===== config.mk =====
export PLATFORM = sky130hd
export DESIGN_NAME = pcileech_board_ctl_flat
export DESIGN_NICKNAME = d
export VERILOG_FILES = /design/src/rtl/pcileech_board_ctl_pkg.sv /design/src/rtl/pcileech_board_ctl_if.sv /design/src/rtl/pcileech_debounce.sv /design/src/rtl/pcileech_board_ctl.sv /design/src/flat_wrapper.sv
export SDC_FILE = /design/constraint.sdc
export NUM_CORES = 1
export LEC_CHECK = 0
export ABC_AREA = 1
export BUFFER_PORTS_ARGS = -buffer_cell sky130_fd_sc_hd__buf_2
export CAP_MARGIN = 40
export CELL_PAD_IN_SITES_DETAIL_PLACEMENT = 1
export CELL_PAD_IN_SITES_GLOBAL_PLACEMENT = 2
export CORE_MARGIN = 4
export CORE_UTILIZATION = 30
export CTS_BUF_LIST = sky130_fd_sc_hd__clkbuf_8 sky130_fd_sc_hd__clkbuf_16
export CTS_CLUSTER_DIAMETER = 30
export DETAILED_ROUTE_END_ITERATION = 8
export PLACE_DENSITY = 0.79
export SETUP_SLACK_MARGIN = 0.15
export SLEW_MARGIN = 10
export SYNTH_ARGS = -nofsm -noshare
export SYNTH_HDL_FRONTEND = slang
export SYNTH_SLANG_ARGS = --single-unit

===== constraint.sdc =====
create_clock -name clk -period 4.3 [get_ports clk]
set_input_delay 0.645 -clock clk [delete_from_list [all_inputs] [get_ports clk]]
set_output_delay 0.645 -clock clk [all_outputs]
set_load 0.05 [all_outputs]

===== src/rtl/pcileech_board_ctl_pkg.sv =====
// Shared types and helpers for the PCILeech board housekeeping block.
package pcileech_board_ctl_pkg;

   typedef enum logic [1:0] {
      ST_HOLD = 2'd0,
      ST_BTN  = 2'd1,
      ST_RUN  = 2'd2
   } board_rst_state_t;

   // Width of a counter that must be able to hold the value max_val.
   function automatic int unsigned cnt_width(input int unsigned max_val);
      return $clog2(max_val + 1);
   endfunction

endpackage


===== src/rtl/pcileech_board_ctl_if.sv =====
// Pad-side bundle of the board housekeeping block: buttons, activity strobes, reset and LEDs.
interface pcileech_board_ctl_if #(
   parameter int unsigned NUM_BTN = 2,
   parameter int unsigned NUM_LED = 2
);
   logic [NUM_BTN-1:0] btn_n;
   logic [NUM_LED-1:0] led_act;
   logic               led_invert;
   logic [NUM_BTN-1:0] btn_level;
   logic [NUM_BTN-1:0] btn_press;
   logic               rst_out;
   logic [NUM_LED-1:0] led_out;

   modport master (
      output btn_n, led_act, led_invert,
      input  btn_level, btn_press, rst_out, led_out
   );

   modport slave (
      input  btn_n, led_act, led_invert,
      output btn_level, btn_press, rst_out, led_out
   );
endinterface


===== src/rtl/pcileech_debounce.sv =====
// Single-button debouncer: 2-flop synchroniser, stability counter, level and press outputs.
module pcileech_debounce
   import pcileech_board_ctl_pkg::*;
#(
   parameter int unsigned CYCLES = 1000000
) (
   input  logic clk,
   input  logic rst_n,
   input  logic btn_n,
   output logic level,
   output logic press,
   output logic level_d
);

   localparam int unsigned         CNT_W    = cnt_width(CYCLES);
   localparam logic [CNT_W-1:0]    CNT_LAST = CNT_W'(CYCLES - 1);

   logic [1:0]       sync;
   logic [CNT_W-1:0] cnt;
   logic [CNT_W-1:0] cnt_nxt;
   logic             pressed;
   logic             flip;

   assign pressed = ~sync[1];

   always_comb begin
      cnt_nxt = cnt;
      flip    = 1'b0;
      if (pressed == level) begin
         cnt_nxt = '0;
      end else if (cnt == CNT_LAST) begin
         flip    = 1'b1;
         cnt_nxt = '0;
      end else begin
         cnt_nxt = cnt + 1'b1;
      end
   end

   // level_d is the value level takes at the coming edge; lets the reset FSM react in step with it.
   assign level_d = level ^ flip;

   always_ff @(posedge clk) begin
      if (!rst_n) begin
         sync  <= '1;
         cnt   <= '0;
         level <= 1'b0;
         press <= 1'b0;
      end else begin
         sync  <= {sync[0], btn_n};
         cnt   <= cnt_nxt;
         level <= level_d;
         press <= flip & ~level;
      end
   end

endmodule


===== src/rtl/pcileech_board_ctl.sv =====
// Board housekeeping: button debounce, system reset sequencing and stretched activity LEDs.
module pcileech_board_ctl
   import pcileech_board_ctl_pkg::*;
#(
   parameter int unsigned PARAM_NUM_BTN         = 2,
   parameter int unsigned PARAM_NUM_LED         = 2,
   parameter int unsigned PARAM_RST_BTN         = 0,
   parameter int unsigned PARAM_DEBOUNCE_CYCLES = 1000000,
   parameter int unsigned PARAM_STRETCH_CYCLES  = 5000000,
   parameter int unsigned PARAM_RST_HOLD_CYCLES = 16
) (
   input  logic                 clk,
   input  logic                 rst_n,
   pcileech_board_ctl_if.slave  bus
);

   localparam int unsigned              NB        = PARAM_NUM_BTN;
   localparam int unsigned              NL        = PARAM_NUM_LED;
   localparam int unsigned              HOLD_W    = cnt_width(PARAM_RST_HOLD_CYCLES);
   localparam logic [HOLD_W-1:0]        HOLD_LAST = HOLD_W'(PARAM_RST_HOLD_CYCLES - 1);
   localparam int unsigned              STR_W     = cnt_width(PARAM_STRETCH_CYCLES);
   localparam logic [STR_W-1:0]         STR_LOAD  = STR_W'(PARAM_STRETCH_CYCLES);
   localparam logic [NB-1:0]            RST_MASK  = NB'(1) << PARAM_RST_BTN;

   if (NB < 1) begin : g_chk_num_btn
      $error("pcileech_board_ctl: PARAM_NUM_BTN must be >= 1");
   end
   if (NL < 1) begin : g_chk_num_led
      $error("pcileech_board_ctl: PARAM_NUM_LED must be >= 1");
   end
   if (PARAM_RST_BTN >= NB) begin : g_chk_rst_btn
      $error("pcileech_board_ctl: PARAM_RST_BTN must be < PARAM_NUM_BTN");
   end
   if (PARAM_DEBOUNCE_CYCLES < 1 || PARAM_STRETCH_CYCLES < 1 || PARAM_RST_HOLD_CYCLES < 1) begin : g_chk_cycles
      $error("pcileech_board_ctl: cycle parameters must be >= 1");
   end

   logic [NB-1:0] btn_level;
   logic [NB-1:0] btn_press;
   logic [NB-1:0] btn_level_d;
   logic [NL-1:0] led_q;

   for (genvar b = 0; b < NB; b++) begin : g_btn
      pcileech_debounce #(
         .CYCLES (PARAM_DEBOUNCE_CYCLES)
      ) u_debounce (
         .clk     (clk),
         .rst_n   (rst_n),
         .btn_n   (bus.btn_n[b]),
         .level   (btn_level[b]),
         .press   (btn_press[b]),
         .level_d (btn_level_d[b])
      );
   end

   assign bus.btn_level = btn_level;
   assign bus.btn_press = btn_press;

   // ---------------- reset sequencer ----------------
   board_rst_state_t    state;
   board_rst_state_t    state_nxt;
   logic [HOLD_W-1:0]   hold_cnt;
   logic [HOLD_W-1:0]   hold_nxt;
   logic                rst_btn;
   logic                rst_q;

   assign rst_btn = |(btn_level_d & RST_MASK);

   always_comb begin
      state_nxt = state;
      hold_nxt  = hold_cnt;
      case (state)
         ST_HOLD: begin
            if (rst_btn) begin
               state_nxt = ST_BTN;
               hold_nxt  = '0;
            end else if (hold_cnt == HOLD_LAST) begin
               state_nxt = ST_RUN;
               hold_nxt  = '0;
            end else begin
               hold_nxt  = hold_cnt + 1'b1;
            end
         end
         ST_RUN: begin
            if (rst_btn) begin
               state_nxt = ST_BTN;
               hold_nxt  = '0;
            end
         end
         ST_BTN: begin
            if (!rst_btn) begin
               state_nxt = ST_HOLD;
               hold_nxt  = '0;
            end
         end
         default: begin
            state_nxt = ST_HOLD;
            hold_nxt  = '0;
         end
      endcase
   end

   always_ff @(posedge clk) begin
      if (!rst_n) begin
         state    <= ST_HOLD;
         hold_cnt <= '0;
         rst_q    <= 1'b1;
      end else begin
         state    <= state_nxt;
         hold_cnt <= hold_nxt;
         rst_q    <= (state_nxt != ST_RUN);
      end
   end

   assign bus.rst_out = rst_q;

   // ---------------- LED stretchers ----------------
   for (genvar l = 0; l < NL; l++) begin : g_led
      logic [STR_W-1:0] cnt;
      logic             on_q;

      always_ff @(posedge clk) begin
         if (!rst_n) begin
            cnt  <= '0;
            on_q <= 1'b0;
         end else begin
            if (bus.led_act[l]) begin
               cnt <= STR_LOAD;
            end else if (cnt != '0) begin
               cnt <= cnt - 1'b1;
            end
            on_q <= ((cnt != '0) | bus.led_act[l]) ^ bus.led_invert;
         end
      end

      assign led_q[l] = on_q;
   end

   assign bus.led_out = led_q;

endmodule


===== src/flat_wrapper.sv =====
// flat-port wrapper written by rule: the top's interface ports become plain ports
module pcileech_board_ctl_flat import pcileech_board_ctl_pkg::*;
#(
   parameter int unsigned PARAM_NUM_BTN         = 2,
   parameter int unsigned PARAM_NUM_LED         = 2,
   parameter int unsigned PARAM_RST_BTN         = 0,
   parameter int unsigned PARAM_DEBOUNCE_CYCLES = 1000000,
   parameter int unsigned PARAM_STRETCH_CYCLES  = 5000000,
   parameter int unsigned PARAM_RST_HOLD_CYCLES = 16
)
  (clk, rst_n, bus_btn_n, bus_led_act, bus_led_invert, bus_btn_level, bus_btn_press, bus_rst_out, bus_led_out);
  pcileech_board_ctl_if #(.NUM_BTN(2), .NUM_LED(2)) bus_i ();
  input  logic clk;
  input  logic rst_n;
  input wire logic [$bits(bus_i.btn_n)-1:0] bus_btn_n;
  input wire logic [$bits(bus_i.led_act)-1:0] bus_led_act;
  input wire logic [$bits(bus_i.led_invert)-1:0] bus_led_invert;
  output wire logic [$bits(bus_i.btn_level)-1:0] bus_btn_level;
  output wire logic [$bits(bus_i.btn_press)-1:0] bus_btn_press;
  output wire logic [$bits(bus_i.rst_out)-1:0] bus_rst_out;
  output wire logic [$bits(bus_i.led_out)-1:0] bus_led_out;
  assign bus_i.btn_n = bus_btn_n;
  assign bus_i.led_act = bus_led_act;
  assign bus_i.led_invert = bus_led_invert;
  assign bus_btn_level = bus_i.btn_level;
  assign bus_btn_press = bus_i.btn_press;
  assign bus_rst_out = bus_i.rst_out;
  assign bus_led_out = bus_i.led_out;
  pcileech_board_ctl #(.PARAM_NUM_BTN(PARAM_NUM_BTN), .PARAM_NUM_LED(PARAM_NUM_LED), .PARAM_RST_BTN(PARAM_RST_BTN), .PARAM_DEBOUNCE_CYCLES(PARAM_DEBOUNCE_CYCLES), .PARAM_STRETCH_CYCLES(PARAM_STRETCH_CYCLES), .PARAM_RST_HOLD_CYCLES(PARAM_RST_HOLD_CYCLES)) u_core (.clk(clk), .rst_n(rst_n), .bus(bus_i));
endmodule

==> results.json, run 1 <==
{
  "peakVddDrop_v": 0.000192,
  "r2r_cells": 8,
  "yosys-top-cells-area": "dfxtp_1, nand2_1, nor2_1, nand3_1, a21oi_1",
  "antenna_found_initial": 0,
  "post_cts_resized": 0,
  "critical_path_class": "reg -> reg",
  "grt_pass1_vias": 5149,
  "tightest_slew_ns": 0.572,
  "clock_sinks": 104,
  "start_util": 0.310,
  "dpl_cell_area_mm2": 0.00569,
  "relSlewSlack": 0.617,
  "synth_nets": 774,
  "fin_worst_skew_ns": 0.00711,
  "cp.arrival_ns": 2.40,
  "die_area_mm2": 0.0203,
  "fillers": 2211,
  "fp.dieW_um": 143,
  "ys.flop_type": "dfxtp_1",
  "synthCells": 759,
  "drt_wl_total_um": 14200,
  "rows": 48,
  "fin_area_mm2": 0.00601,
  "synth.most_common_cell": "nand2_1",
  "post-cts-setup-buffer-count": 0,
  "cts_tree": "built",
  "postRouteAntennaNets": 0,
  "synthToLayoutAreaGrowth_pct": 10.7,
  "p_leak_nw": 2.38,
  "cts_max_level": 3,
  "worst-path-max-fanout": 17,
  "cts.clk_slew.worst_paths_ns": 0.07,
  "ios": 14,
  "grt_use_total": 0.149,
  "worstSetupEndpointType": "flip-flop",
  "antenna_cells": 0,
  "place_inst": 983,
  "start_kind": "flip-flop",
  "dieHeight_um": 143,
  "syn_avg_cell_area_um2": 7.16,
  "grt_pass1_wl_um": 24800,
  "clockBufferDepth": 2,
  "p_total_mw": 2.21,
  "final.setup.tns_ns": 0,
  "worst_hold_path.num_cells": 1,
  "gp_congestion": 0.860,
  "overflow": 0,
  "final_hold_viol_count": 0,
  "num-nets-final": 784,
  "fin_crit_ns": 2.15,
  "synth_top_area_frac": 0.383,
  "clkLatencyLatePin_ns": 0.36,
  "drc": 0,
  "wire_per_inst_um": 14.2,
  "synth_edf_count": 0,
  "yosysTopAreaCell": "dfxtp_1",
  "synth_area_mm2": 0.00543,
  "clockRootBuffer": "clkbuf_16",
  "p_per_area_mw_per_mm2": 368,
  "final_core_util": 0.343,
  "dpl.hpwl_um": 10900,
  "yosysUniqueCellTypes": 42,
  "viasPerCell": 4.83,
  "vias": 4826,
  "cp.required_ns": 4.55,
  "ff_latch_area_mm2": 0.00208,
  "core_area_mm2": 0.0175,
  "drive_above_1_share": 0.115,
  "final_cells": 999,
  "placement.io_buffers": 13,
  "async_flop_share": 0,
  "drt_iter0_markers": 223,
  "drv_cap": 0,
  "max_freq_mhz": 464,
  "status": "complete, no violations",
  "multi_input_comb_area_mm2": 0.00295,
  "rsz0062_at_grt": "false",
  "synth_common_cells": "nand2_1, nor2_1, dfxtp_1",
  "synth_warnings": 0,
  "ys_ff_latch": 104,
  "numCtsBuffers": 9,
  "yosysSeqAreaShare": 0.383,
  "finalSetupViolations": 0,
  "dr.pass1.iters": 4,
  "cts_hold_buf": 0,
  "post-route-period-util": 0.501,
  "grt_max_degree": 31,
  "slew_viol_final": 0,
  "worst_hold_path_type": "reg -> reg"
}
-- registers in the layout, summed over array words and instances (netlist names) --
register and cells:
u_core.g_led.cnt 46, u_core.g_btn.u_debounce.cnt 40, u_core.hold_cnt 5, u_core.g_btn.u_debounce.sync 4, u_core.g_btn.u_debounce.level 2, u_core.g_btn.u_debounce.press 2
u_core.g_led.on_q 2, u_core.state 2, u_core.bus.rst_out 1
-- power breakdown --
| part | internal, mW | total (mW) | leakage (nW) | switching (mW) |
|---|---|---|---|---|
| clock network | 0.513 | 0.883 | 0.163 | 0.371 |
| logic | 0.104 | 0.301 | 1.37 | 0.197 |
| registers | 0.997 | 1.03 | 0.848 | 0.0327 |
-- cell families after synthesis --
| logic type | share of synthesized area |
|---|---|
| and+or+nand+nor | 0.392 |
| DFF | 0.383 |
| buffers and inverters | 0.0742 |
| adders and majority gates | 0.0184 |
| AOI/OAI and AO/OA | 0.0792 |
| xor gates and xnor gates | 0.0532 |
-- layer usage --
metal | vias up | routed length (µm) | GRT usage
met5 | - | 0 | 0
met4 | 0 | 142 | 0.0310
met3 | 12 | 350 | 0.0376
met2 | 38 | 6920 | 0.261
met1 | 2287 | 6760 | 0.184
li1 | 2489 | - | -
-- path summary, 6_finish.rpt --
path / startpoint / slack (ns) / end
worst max register to register: u_core.g_btn[1].u_debounce.cnt[0] / 2.15 / u_core.g_btn[1].u_debounce.cnt[12]
worst min register to register: u_core.g_btn[1].u_debounce.sync[0] / 0.41 / u_core.g_btn[1].u_debounce.sync[1]
worst max-delay path: u_core.g_btn[1].u_debounce.cnt[0] / 2.15 / u_core.g_btn[1].u_debounce.cnt[12]
worst min-delay path: u_core.g_btn[1].u_debounce.sync[0] / 0.41 / u_core.g_btn[1].u_debounce.sync[1]
-- per-stage QoR --
step                hold slack [ns]  setup slack (ns)
global route                  0.428              1.85
finish                        0.413              2.15
CTS                           0.416              2.10
floorplan                     0.393              2.68
global placement              0.399              2.36
detailed placement            0.400              2.14
-- final cells by class --
| class | instances | area share |
|---|---|---|
| clock buffers | 13 | 0.0466 |
| clock inverters | 3 | 0.00645 |
| multi-input cells | 559 | 0.490 |
| repair buffers | 14 | 0.0121 |
| flip-flops and latches | 104 | 0.346 |
| inverters | 81 | 0.0516 |
| well taps | 225 | 0.0468 |
-- layout by cell type (no fill, tap or decap), types with 9 or more instances in the layout --
master and count:
xnor2_1 14, nand3_1 59, nand2_1 138, o21ai_0 9, nor3_1 27, xor2_1 19
nand4_1 17, a21oi_1 55, buf_2 13, inv_1 73, nor2_1 130, clkbuf_16 9
or2_2 14, dfxtp_1 104
-- critical path, stage by stage, from the launching register on --
cell	delay (ns)
dfxtp_1	0.40
ha_1	0.26
nand3_2	0.15
nor4_1	0.27
nand3_1	0.14
nand2_1	0.46
inv_1	0.18
o21ai_0	0.12
a21oi_1	0.06
Power figures use the tool's default switching activity.
==> run 2: changes to the inputs <==
- clock period: 4.3 -> 2 ns (I/O delays scaled with it)
==> run 2 against run 1 <==
Net effect:
- sequential cell count stayed put
- clock power is 110% higher
- global-route usage is 0.36 points lower
- power is 120% higher
- clock-buffer cell count is 3 lower
- combinational power is 120% higher
- critical path type unchanged
- sequential share of layout area is 0.48 points lower
- clock skew hardly changed
- register-to-register slack worse by 1.9 ns
==> results.json, run 2 (synthesized netlist as in run 1, its figures left out) <==
{
  "status": "complete, no violations",
  "critical_path_class": "reg -> reg",
  "postRouteAntennaNets": 0,
  "top_regs": "u_core.g_led.cnt (46), u_core.g_btn.u_debounce.cnt (40), u_core.hold_cnt (5)",
  "slowest_delay_ns": 0.37,
  "clock_sinks": 104,
  "dpl_cell_area_mm2": 0.00575,
  "num-nets-final": 792,
  "clockBufferDepth": 2,
  "largest_reg_flops": 46,
  "worst-path-max-fanout": 6,
  "dieHeight_um": 143,
  "rsz0062_at_grt": "false",
  "die_area_mm2": 0.0203,
  "ff_latch_area_mm2": 0.00208,
  "cts.clk_slew.worst_paths_ns": 0.07,
  "cts_tree": "built",
  "ios": 14,
  "clkLatencyLatePin_ns": 0.35,
  "antenna_cells": 0,
  "fin_area_mm2": 0.00610,
  "antenna_found_initial": 0,
  "cts_max_level": 3,
  "post-route-period-util": 0.861,
  "r2r_cells": 6,
  "tightest_slew_ns": 0.542,
  "drive_above_1_share": 0.128,
  "relSlewSlack": 0.637,
  "overflow": 0,
  "placement.io_buffers": 13,
  "finalSetupViolations": 0,
  "max_freq_mhz": 581,
  "start_kind": "flip-flop",
  "final.setup.tns_ns": 0,
  "wire_per_inst_um": 14.0,
  "drv_cap": 0,
  "path_cells": "ha_2 -> nand3_2 -> or3_4 -> nor3_1 -> ha_1 -> nor2_1",
  "gp_congestion": 0.833,
  "fin_crit_ns": 1.72,
  "final_common_cell": "nand2_1",
  "synthToLayoutAreaGrowth_pct": 12.3,
  "cp.arrival_ns": 2.01,
  "grt_use_total": 0.145,
  "drt_wl_total_um": 14100,
  "start_util": 0.310,
  "slew_viol_final": 0,
  "worst_hold_path.num_cells": 2,
  "worst_hold_path_type": "in -> reg",
  "p_leak_nw": 2.42,
  "drc": 0,
  "mostFrequentLayoutCells": "nand2_1, nor2_1, dfxtp_1",
  "multi_input_comb_area_mm2": 0.00298,
  "grt_max_degree": 20,
  "rows": 48,
  "dpl.hpwl_um": 11000,
  "worstSetupEndpointType": "flip-flop",
  "top_register": "u_core.g_led.cnt",
  "fp.dieW_um": 143,
  "peakVddDrop_v": 0.000412,
  "core_area_mm2": 0.0175,
  "fillers": 2239,
  "grt_pass1_wl_um": 24200,
  "vias": 4869,
  "crit_slowest_cell": "dfxtp_2",
  "p_per_area_mw_per_mm2": 780,
  "dr.pass1.iters": 4,
  "fin_worst_skew_ns": 0.00702,
  "final_hold_viol_count": 0,
  "clockRootBuffer": "clkbuf_16",
  "numCtsBuffers": 9,
  "drt_iter0_markers": 217,
  "cp.required_ns": 2.29,
  "viasPerCell": 4.84,
  "grt_pass1_vias": 5110
}
run 2: timing repair:
action | in CTS | in global routing
setup endpoints to repair | 0 | 25
gates resized for setup | 0 | 8
hold buffers | 0 | 0
endpoints found under the hold margin | 0 | 0
setup buffers | 0 | 1
run 2: final cells by class:
type,count,area share
Tap cell,225,0.0461
Clock inverter,4,0.0117
Multi-Input combinational cell,559,0.489
Sequential cell,104,0.341
Inverter,81,0.0509
Clock buffer,10,0.0392
Timing Repair Buffer,22,0.0217
run 2: power by group:
group | internal, mW | switching [mW] | leakage [nW]
clock | 1.11 | 0.779 | 0.152
combinational | 0.231 | 0.421 | 1.42
sequential | 2.14 | 0.0714 | 0.848
run 2: path summary, 6_finish.rpt:
| check | from | end | slack, ns |
|---|---|---|---|
| setup / recovery | u_core.g_btn[1].u_debounce.cnt[0] | u_core.g_btn[1].u_debounce.level | 0.28 |
| hold / removal | bus_btn_n[0] | u_core.g_btn[0].u_debounce.sync[0] | 0.14 |
| setup reg to reg | u_core.g_btn[1].u_debounce.cnt[0] | u_core.g_btn[1].u_debounce.level | 0.28 |
| hold reg to reg | u_core.g_btn[0].u_debounce.sync[0] | u_core.g_btn[0].u_debounce.sync[1] | 0.42 |
run 2: critical path, delay by kind of cell (launching register included):
kind	cells	cell delay [ns]
adders and majority gates	2	0.47
DFF	1	0.37
and+or+nand+nor	4	0.82
run 2: per-layer routing:
layer	part of all wire	GRT usage	routed length, µm
met1	0.47	0.181	6600
met2	0.50	0.253	7030
met3	0.018	0.0276	254
met4	0.017	0.0465	233
met5	0	0	0
run 2: per-stage QoR:
| stage | worst slack [ns] | hold slack (ns) | util | instances | power, mW |
|---|---|---|---|---|---|
| after floorplan | 0.382 | 0.393 | - | 759 | 2.74 |
| after global placement | 0.259 | 0.401 | 0.328 | 990 | 2.89 |
| after detailed placement | 0.250 | 0.408 | 0.328 | 990 | 2.92 |
| after CTS | 0.229 | 0.122 | 0.345 | 1004 | 4.84 |
| after global routing | 0.158 | 0.135 | 0.348 | 1005 | 5.03 |
| final | 0.279 | 0.139 | 0.348 | 1005 | 4.76 |
